===== src/rtl/cam_seq_pkg.sv =====
// cam_seq_pkg: opcodes, sensor register map and stream lengths shared by the camera sequencer
package cam_seq_pkg;

    typedef logic [3:0] opcode_t;

    localparam opcode_t OP_TRIG  = 4'h1;
    localparam opcode_t OP_EXP_A = 4'h2;
    localparam opcode_t OP_EXP_B = 4'h3;
    localparam opcode_t OP_WIN_A = 4'h5;
    localparam opcode_t OP_WIN_B = 4'h6;

    localparam logic [7:0] REG_EXP_0 = 8'h08;
    localparam logic [7:0] REG_EXP_1 = 8'h09;
    localparam logic [7:0] REG_EXP_2 = 8'h0C;
    localparam logic [7:0] REG_EXP_3 = 8'h22;
    localparam logic [7:0] REG_EXP_4 = 8'h23;
    localparam logic [7:0] REG_EXP_5 = 8'h05;
    localparam logic [7:0] REG_EXP_6 = 8'h06;

    localparam logic [7:0] REG_WIN_0 = 8'h01;
    localparam logic [7:0] REG_WIN_1 = 8'h02;
    localparam logic [7:0] REG_WIN_2 = 8'h03;
    localparam logic [7:0] REG_WIN_3 = 8'h04;

    localparam logic [4:0] EXP_NBYTES = 5'd21;
    localparam logic [4:0] WIN_NBYTES = 5'd12;
    localparam logic [4:0] EXP_LAST   = EXP_NBYTES - 5'd1;
    localparam logic [4:0] WIN_LAST   = WIN_NBYTES - 5'd1;

    function automatic logic is_exp(input opcode_t op);
        return op == OP_EXP_A || op == OP_EXP_B;
    endfunction

    function automatic logic is_win(input opcode_t op);
        return op == OP_WIN_A || op == OP_WIN_B;
    endfunction

    function automatic logic [7:0] exp_reg(input logic [2:0] w);
        case (w)
            3'd0:    return REG_EXP_0;
            3'd1:    return REG_EXP_1;
            3'd2:    return REG_EXP_2;
            3'd3:    return REG_EXP_3;
            3'd4:    return REG_EXP_4;
            3'd5:    return REG_EXP_5;
            default: return REG_EXP_6;
        endcase
    endfunction

    function automatic logic [7:0] win_reg(input logic [1:0] w);
        case (w)
            2'd0:    return REG_WIN_0;
            2'd1:    return REG_WIN_1;
            2'd2:    return REG_WIN_2;
            default: return REG_WIN_3;
        endcase
    endfunction

endpackage


===== src/rtl/cam_seq_byte_map.sv =====
// cam_seq_byte_map: maps (opcode, latched payload, byte index) to the outgoing I2C byte
//   op        in  4       latched opcode (exposure or window)
//   data      in  DATA_W  latched command payload
//   index     in  5       byte position in the stream (3 bytes per register write)
//   data_byte out 8       register address, then field hi byte, then field lo byte
//   last      out 1       index is the final byte of this opcode's stream
module cam_seq_byte_map
    import cam_seq_pkg::*;
#(
    parameter int DATA_W = 64
) (
    input  logic [3:0]        op,
    input  logic [DATA_W-1:0] data,
    input  logic [4:0]        index,
    output logic [7:0]        data_byte,
    output logic              last
);

    logic [15:0] ef [8];
    logic [15:0] wf [4];
    logic [15:0] field;
    logic [7:0]  reg_addr;
    logic [2:0]  w;
    logic [1:0]  pos;
    logic        exp_op;
    logic        unused_data;

    // Payload bits above 62 carry nothing for the sensor.
    assign unused_data = ^data;

    always_comb begin
        ef[0]     = 16'(data[22:19]);
        ef[1]     = data[18:3];
        ef[2]     = 16'(data[35:23]);
        ef[3]     = 16'({data[37:36], 4'h0});
        ef[4]     = 16'({data[39:38], 4'h0});
        ef[5]     = 16'(data[51:40]);
        ef[6]     = 16'(data[62:52]);
        ef[7]     = '0;
        wf[0]     = 16'(data[10:0]);
        wf[1]     = 16'(data[22:11]);
        wf[2]     = 16'(data[33:23]);
        wf[3]     = 16'(data[45:34]);
        exp_op    = is_exp(op);
        w         = 3'(index / 5'd3);
        pos       = 2'(index % 5'd3);
        field     = exp_op ? ef[w] : wf[w[1:0]];
        reg_addr  = exp_op ? exp_reg(w) : win_reg(w[1:0]);
        data_byte = pos == 2'd0 ? reg_addr : pos == 2'd1 ? field[15:8] : field[7:0];
        last      = index == (exp_op ? EXP_LAST : WIN_LAST);
    end

endmodule


===== src/rtl/cam_i2c_write_sequencer.sv =====
// cam_i2c_write_sequencer: decodes one camera command into I2C register-write bytes and trigger/config pulses
//   sysClk, rst                       clock, synchronous active-high reset
//   cmd_addr/cmd_data/cmd_valid/ready command input handshake (opcode in cmd_addr[3:0])
//   i2c_byte/_valid/_ready/_last      byte stream to the camera I2C interface, i2c_cam_id its target
//   cfg_compression/cfg_rgb/cfg_valid capture config, pulsed by exposure commands
//   trigger/trigger_cam/_index, timestamp  capture trigger pulse and its fields
//   cmd_error                         pulse on unknown opcode or out-of-range camera
//   busy                              byte stream in progress
//   err_count                         saturating error counter, present only with CAM_SEQ_ERR_CNT_EN
module cam_i2c_write_sequencer
    import cam_seq_pkg::*;
#(
    parameter  int NUM_CAMS = 2,
    parameter  int DATA_W   = 64,
    localparam int CAM_W    = (NUM_CAMS > 1) ? $clog2(NUM_CAMS) : 1
) (
    input  logic              sysClk,
    input  logic              rst,
    input  logic [7:0]        cmd_addr,
    input  logic [DATA_W-1:0] cmd_data,
    input  logic              cmd_valid,
    output logic              cmd_ready,
    output logic [7:0]        i2c_byte,
    output logic              i2c_byte_valid,
    input  logic              i2c_byte_ready,
    output logic              i2c_byte_last,
    output logic [CAM_W-1:0]  i2c_cam_id,
    output logic [1:0]        cfg_compression,
    output logic              cfg_rgb,
    output logic              cfg_valid,
    output logic              trigger,
    output logic [CAM_W-1:0]  trigger_cam,
    output logic [15:0]       trigger_index,
    output logic [27:0]       timestamp,
`ifdef CAM_SEQ_ERR_CNT_EN
    output logic [7:0]        err_count,
`endif
    output logic              cmd_error,
    output logic              busy
);

    localparam logic [0:0] IDLE      = 1'b0;
    localparam logic [0:0] SEND      = 1'b1;
    localparam logic [5:0] CAM_LIMIT = 6'(NUM_CAMS);

    logic [0:0]        state;
    logic [4:0]        idx;
    logic [3:0]        op_q;
    logic [DATA_W-1:0] data_q;
    logic [7:0]        map_byte;
    logic              map_last;
    logic [3:0]        op;
    logic [4:0]        cam;
    logic              accept;
    logic              trig_op;
    logic              stream_op;
    logic              bad;

    always_comb begin
        op        = cmd_addr[3:0];
        trig_op   = op == OP_TRIG;
        stream_op = is_exp(op) || is_win(op);
        // The low camera bit comes from the payload for triggers and from the A/B opcode variant otherwise.
        cam       = {cmd_addr[7:4], trig_op ? cmd_data[0] : (op == OP_EXP_B || op == OP_WIN_B)};
        bad       = !(trig_op || stream_op) || ({1'b0, cam} >= CAM_LIMIT);
        accept    = cmd_valid && cmd_ready;
    end

    cam_seq_byte_map #(.DATA_W(DATA_W)) u_map (
        .op        (op_q),
        .data      (data_q),
        .index     (idx),
        .data_byte (map_byte),
        .last      (map_last)
    );

    assign i2c_byte_valid = state == SEND;
    assign busy           = state == SEND;
    assign i2c_byte       = i2c_byte_valid ? map_byte : 8'h00;
    assign i2c_byte_last  = i2c_byte_valid && map_last;

    always_ff @(posedge sysClk) begin
        if (rst) begin
            state           <= IDLE;
            idx             <= '0;
            op_q            <= '0;
            data_q          <= '0;
            cmd_ready       <= 1'b1;
            i2c_cam_id      <= '0;
            cfg_compression <= '0;
            cfg_rgb         <= 1'b0;
            cfg_valid       <= 1'b0;
            trigger         <= 1'b0;
            trigger_cam     <= '0;
            trigger_index   <= '0;
            timestamp       <= '0;
            cmd_error       <= 1'b0;
        end else begin
            trigger   <= 1'b0;
            cfg_valid <= 1'b0;
            cmd_error <= 1'b0;
            if (accept) begin
                // Every accepted command drops cmd_ready for at least one cycle.
                cmd_ready <= 1'b0;
                if (bad) begin
                    cmd_error <= 1'b1;
                end else if (trig_op) begin
                    trigger       <= 1'b1;
                    trigger_cam   <= cam[CAM_W-1:0];
                    trigger_index <= cmd_data[16:1];
                    timestamp     <= cmd_data[44:17];
                end else begin
                    state      <= SEND;
                    idx        <= '0;
                    op_q       <= op;
                    data_q     <= cmd_data;
                    i2c_cam_id <= cam[CAM_W-1:0];
                    if (is_exp(op)) begin
                        cfg_valid       <= 1'b1;
                        cfg_compression <= cmd_data[1:0];
                        cfg_rgb         <= cmd_data[2];
                    end
                end
            end else if (state == IDLE) begin
                cmd_ready <= 1'b1;
            end else if (i2c_byte_ready) begin
                if (map_last) begin
                    state     <= IDLE;
                    idx       <= '0;
                    cmd_ready <= 1'b1;
                end else begin
                    idx <= idx + 5'd1;
                end
            end
        end
    end

`ifdef CAM_SEQ_ERR_CNT_EN
    always_ff @(posedge sysClk) begin
        if (rst)
            err_count <= '0;
        else if (accept && bad && err_count != 8'hFF)
            err_count <= err_count + 8'd1;
    end
`endif

endmodule

===== config.mk =====
export PLATFORM = sky130hd
export DESIGN_NAME = cam_i2c_write_sequencer
export DESIGN_NICKNAME = d
export VERILOG_FILES = /design/src/rtl/cam_seq_pkg.sv /design/src/rtl/cam_seq_byte_map.sv /design/src/rtl/cam_i2c_write_sequencer.sv
export SDC_FILE = /design/constraint.sdc
export NUM_CORES = 1
export LEC_CHECK = 0
export ABC_CLOCK_PERIOD_IN_PS = 11100
export BUFFER_PORTS_ARGS = -buffer_cell sky130_fd_sc_hd__buf_2
export CORE_AREA = 5 5 152 154
export DETAILED_ROUTE_END_ITERATION = 8
export DIE_AREA = 0 0 157 159
export SETUP_SLACK_MARGIN = 0.5
export SKIP_LAST_GASP = 1
export SLEW_MARGIN = 20
export SYNTH_ARGS = -nofsm -noshare
export SYNTH_HDL_FRONTEND = slang
export SYNTH_SLANG_ARGS = --single-unit

===== constraint.sdc =====
create_clock -name sysClk -period 11.1 [get_ports sysClk]
set_input_delay 1.11 -clock sysClk [delete_from_list [all_inputs] [get_ports sysClk]]
set_output_delay 1.11 -clock sysClk [all_outputs]
set_load 0.01 [all_outputs]

==> summary.md <==
| Metric | Value |
|---|---|
| Setup Crit Path Kind | flip-flop to output port |
| Distinct cells, synth | 77 |
| Final Setup Violations | 0 |
| GRT overflow | 0 |
| Area contributors post-synth | dfxtp_1 (40%), nand2_1 (15%), a21oi_1 (11%) |
| Initial antenna violation count | 0 |
| Post-Synth XOR/XNOR Area | 0.832% |
| Core footprint | 21600 um^2 |
| Layout cells sized above 1 | 22.1% |
| Area delta synth->final | 22.8% |
| Critical Path AT | 5.83 ns |
| N_diodes | 0 |
| Yosys Warn Count | 0 |
| Commonest non-fill, non-tap cell in the layout | nand2_1 |
| Final WL | 21000 um |
| Syn_area_per_cell | 7.68 um^2 |
| Drt via density | 5.16 |
| Syn Nets | 909 |
| Largest net degree at the start of global routing | 98 |
| PD cells | 130 nW/um^2 |
| Top FF cell, synth | dfxtp_1 |
| Mux share of post-synthesis cell area | 4.10% |
| Final hold vios | 0 |
| H-tree lvl count | 4 |
| Total clock sinks | 125 |
| Post-synthesis simple-gate area fraction | 23.7% |
| Die height | 159 um |
| Post-route cell area | 7760 um^2 |
| Peak VDD IR | 0.000112 V |
| Vias | 6299 |
| Leading cell types in the layout, fill and taps excluded | nand2_1 (247), buf_2 (137), a21oi_1 (133) |
| Routed wire per std cell | 17.2 um |
| Critical path endpoint category | output port |
| First-pass detailed-route iteration total | 5 |
| Cts repair resizes | 0 |
| Fin Setup TNS | 0 ns |
| Port buffer count | 138 |
| Relative slew slack | 31.7% |
| Max Clock Freq | 144 MHz |
| Main combinational cell family by area after synthesis | compound AO/OA/AOI/OAI gates |
| Slew @ Worst Pin | 1.02 ns |
| Number of max-cap violations | 0 |
| Post-DP Area | 7200 um^2 |
| Worst Skew | 0.00788 ns |
| Worst Path Max Fanout | 17 |
| CTS Buf Count | 17 |
| I/O Pins | 140 |
| Total track usage | 16.5% |
| CTS tree | done |
| Number of flops mapped to enable cells by yosys | 0 |
| # rows | 54 |
| Async S/R FF share, synth | 0% |
| Initial drt markers | 473 |
| Seq/Total Area, Yosys | 39.6% |
| Max Slew Vio Count | 0 |
| Clk buf depth | 2 |
| Post-Synthesis Cells | 823 |
| Mapped Area | 6320 um^2 |
| Tcrit/Tclk final | 62.5% |
| RSZ-0062 raised after global routing | no |
| Post-CTS Repair Setup Buffers | 0 |
| P_leak | 2.96 nW |
| Yosys top cell area share | 39.6% |
| First-pass GRT wire length | 33400 um |
| Die W | 157 um |
| # DRC | 0 |
| Vias in the first global route | 6128 |
| Die area | 25000 um^2 |
| Hold Crit Class | flip-flop to flip-flop |
| FF+latch count, synth | 125 |
| Clk slew on worst S/H paths | 0.06 ns |
| Outcome | finished, final reports clean |
| Crit path launch type | flip-flop |
| Initial Utilization | 29.3% |
| Latest clock arrival within the worst-skew pair | 0.41 ns |
| NumNets Final | 1015 |
| Adder-cell share of the synthesized area | 1.98% |
| Post-detail-place hpwl | 15300 um |
| Area leader, netlist | dfxtp_1 |
| Hold-fix buffers at CTS | 0 |
| Routability Congestion | 0.935 |
| Root Driver | clkbuf_16 |
| Fill count | 2246 |
| Compound-Gate Fraction of Synth Area | 25.0% |
| Final min period | 6.94 ns |
| Routed Antenna Nets | 0 |
| Worst endpoint required time | 9.99 ns |
[per-layer routing]
metal	wire, um	vias up	GRT usage, %	share of wire (%)
met5	0	-	0	0
met4	633	0	6.04	3.0
met3	1430	42	4.27	6.8
met2	9760	223	25.8	46
met1	9170	2923	22.0	44
li1	-	3111	-	-
[state kept, by name, summed over array words and instances (netlist names), 2 cells and up]
signal           cells
idx                  5
cfg_compression      2
timestamp           28
trigger_index       16
op_q                 3
data_q              63
[kinds of logic after synthesis]
logic type               Yosys count
flip-flops                       125
adder cells (fa/ha/maj)           10
buffers and inverters             72
multiplexers                      25
XOR/XNOR                           6
AND/OR/NAND/NOR                  348
AO/OA/AOI/OAI                    237
[cell usage after synthesis, types with 6 or more instances]
| cell type | count |
|---|---|
| ha_1 | 10 |
| a211oi_1 | 9 |
| a32oi_1 | 6 |
| nand2_1 | 247 |
| dfxtp_1 | 125 |
| mux2i_1 | 18 |
| o21ai_0 | 10 |
| nor3_1 | 8 |
| buf_2 | 10 |
| a31oi_1 | 9 |
| inv_1 | 8 |
| nor3b_1 | 6 |
| clkbuf_1 | 45 |
| nand3_1 | 19 |
| nor2_1 | 29 |
| a21oi_1 | 133 |
| mux2_2 | 7 |
[through the flow]
step	util, %	hold slack, ns	power, W	std cells	worst slack (ns)
floorplan	-	0.432	0.000475	823	5.97
global placement	33.4	0.435	0.000498	1190	4.76
detailed placement	33.4	0.442	0.000498	1190	4.77
CTS	36.0	0.449	0.00102	1221	4.29
global route	36.0	0.462	0.00105	1221	3.83
finish	36.0	0.447	0.00101	1221	4.16
[worst paths after layout]
path	to	cells past startpoint	slack, ns	start
max reg2reg	cfg_compression[1]	6	8.88	cmd_ready
min	timestamp[4]	2	0.45	timestamp[4]
max	i2c_byte[0]	17	4.16	idx[3]
min reg2reg	timestamp[4]	2	0.45	timestamp[4]
[report_power, final]
part | switching, W | total, W | internal [W]
Combinational | 0.0000223 | 0.0000358 | 0.0000135
Sequential | 0.00000167 | 0.000452 | 0.000451
Clock | 0.000190 | 0.000519 | 0.000329
Total | 0.000214 | 0.00101 | 0.000793
[layout make-up]
type / instances / area (um^2) / share of cell area [%]
Inverter: 11 / 41.3 / 0.532
Sequential cell: 125 / 2500 / 32.3
Clock buffer: 25 / 495 / 6.39
Clock inverter: 6 / 60.1 / 0.774
Tap cell: 280 / 350 / 4.52
Timing Repair Buffer: 148 / 768 / 9.90
Multi-Input combinational cell: 626 / 3540 / 45.6
[critical path: stages, from the launching register on]
cell and delay (ns):
dfxtp_1 0.70, ha_1 0.53, mux2i_1 0.37, o21ai_1 0.23
nand2_4 0.17, inv_2 0.07, ha_1 0.28, nor2b_1 0.16
nand2_1 0.16, o311ai_4 0.68, nand3_2 0.38, inv_2 0.25
ha_1 0.19, nor2_1 0.05, nor3_1 0.12, a2111oi_0 0.13
a2111oi_1 0.67, buf_2 0.26
No activity file was read; power rests on OpenSTA's default activity.
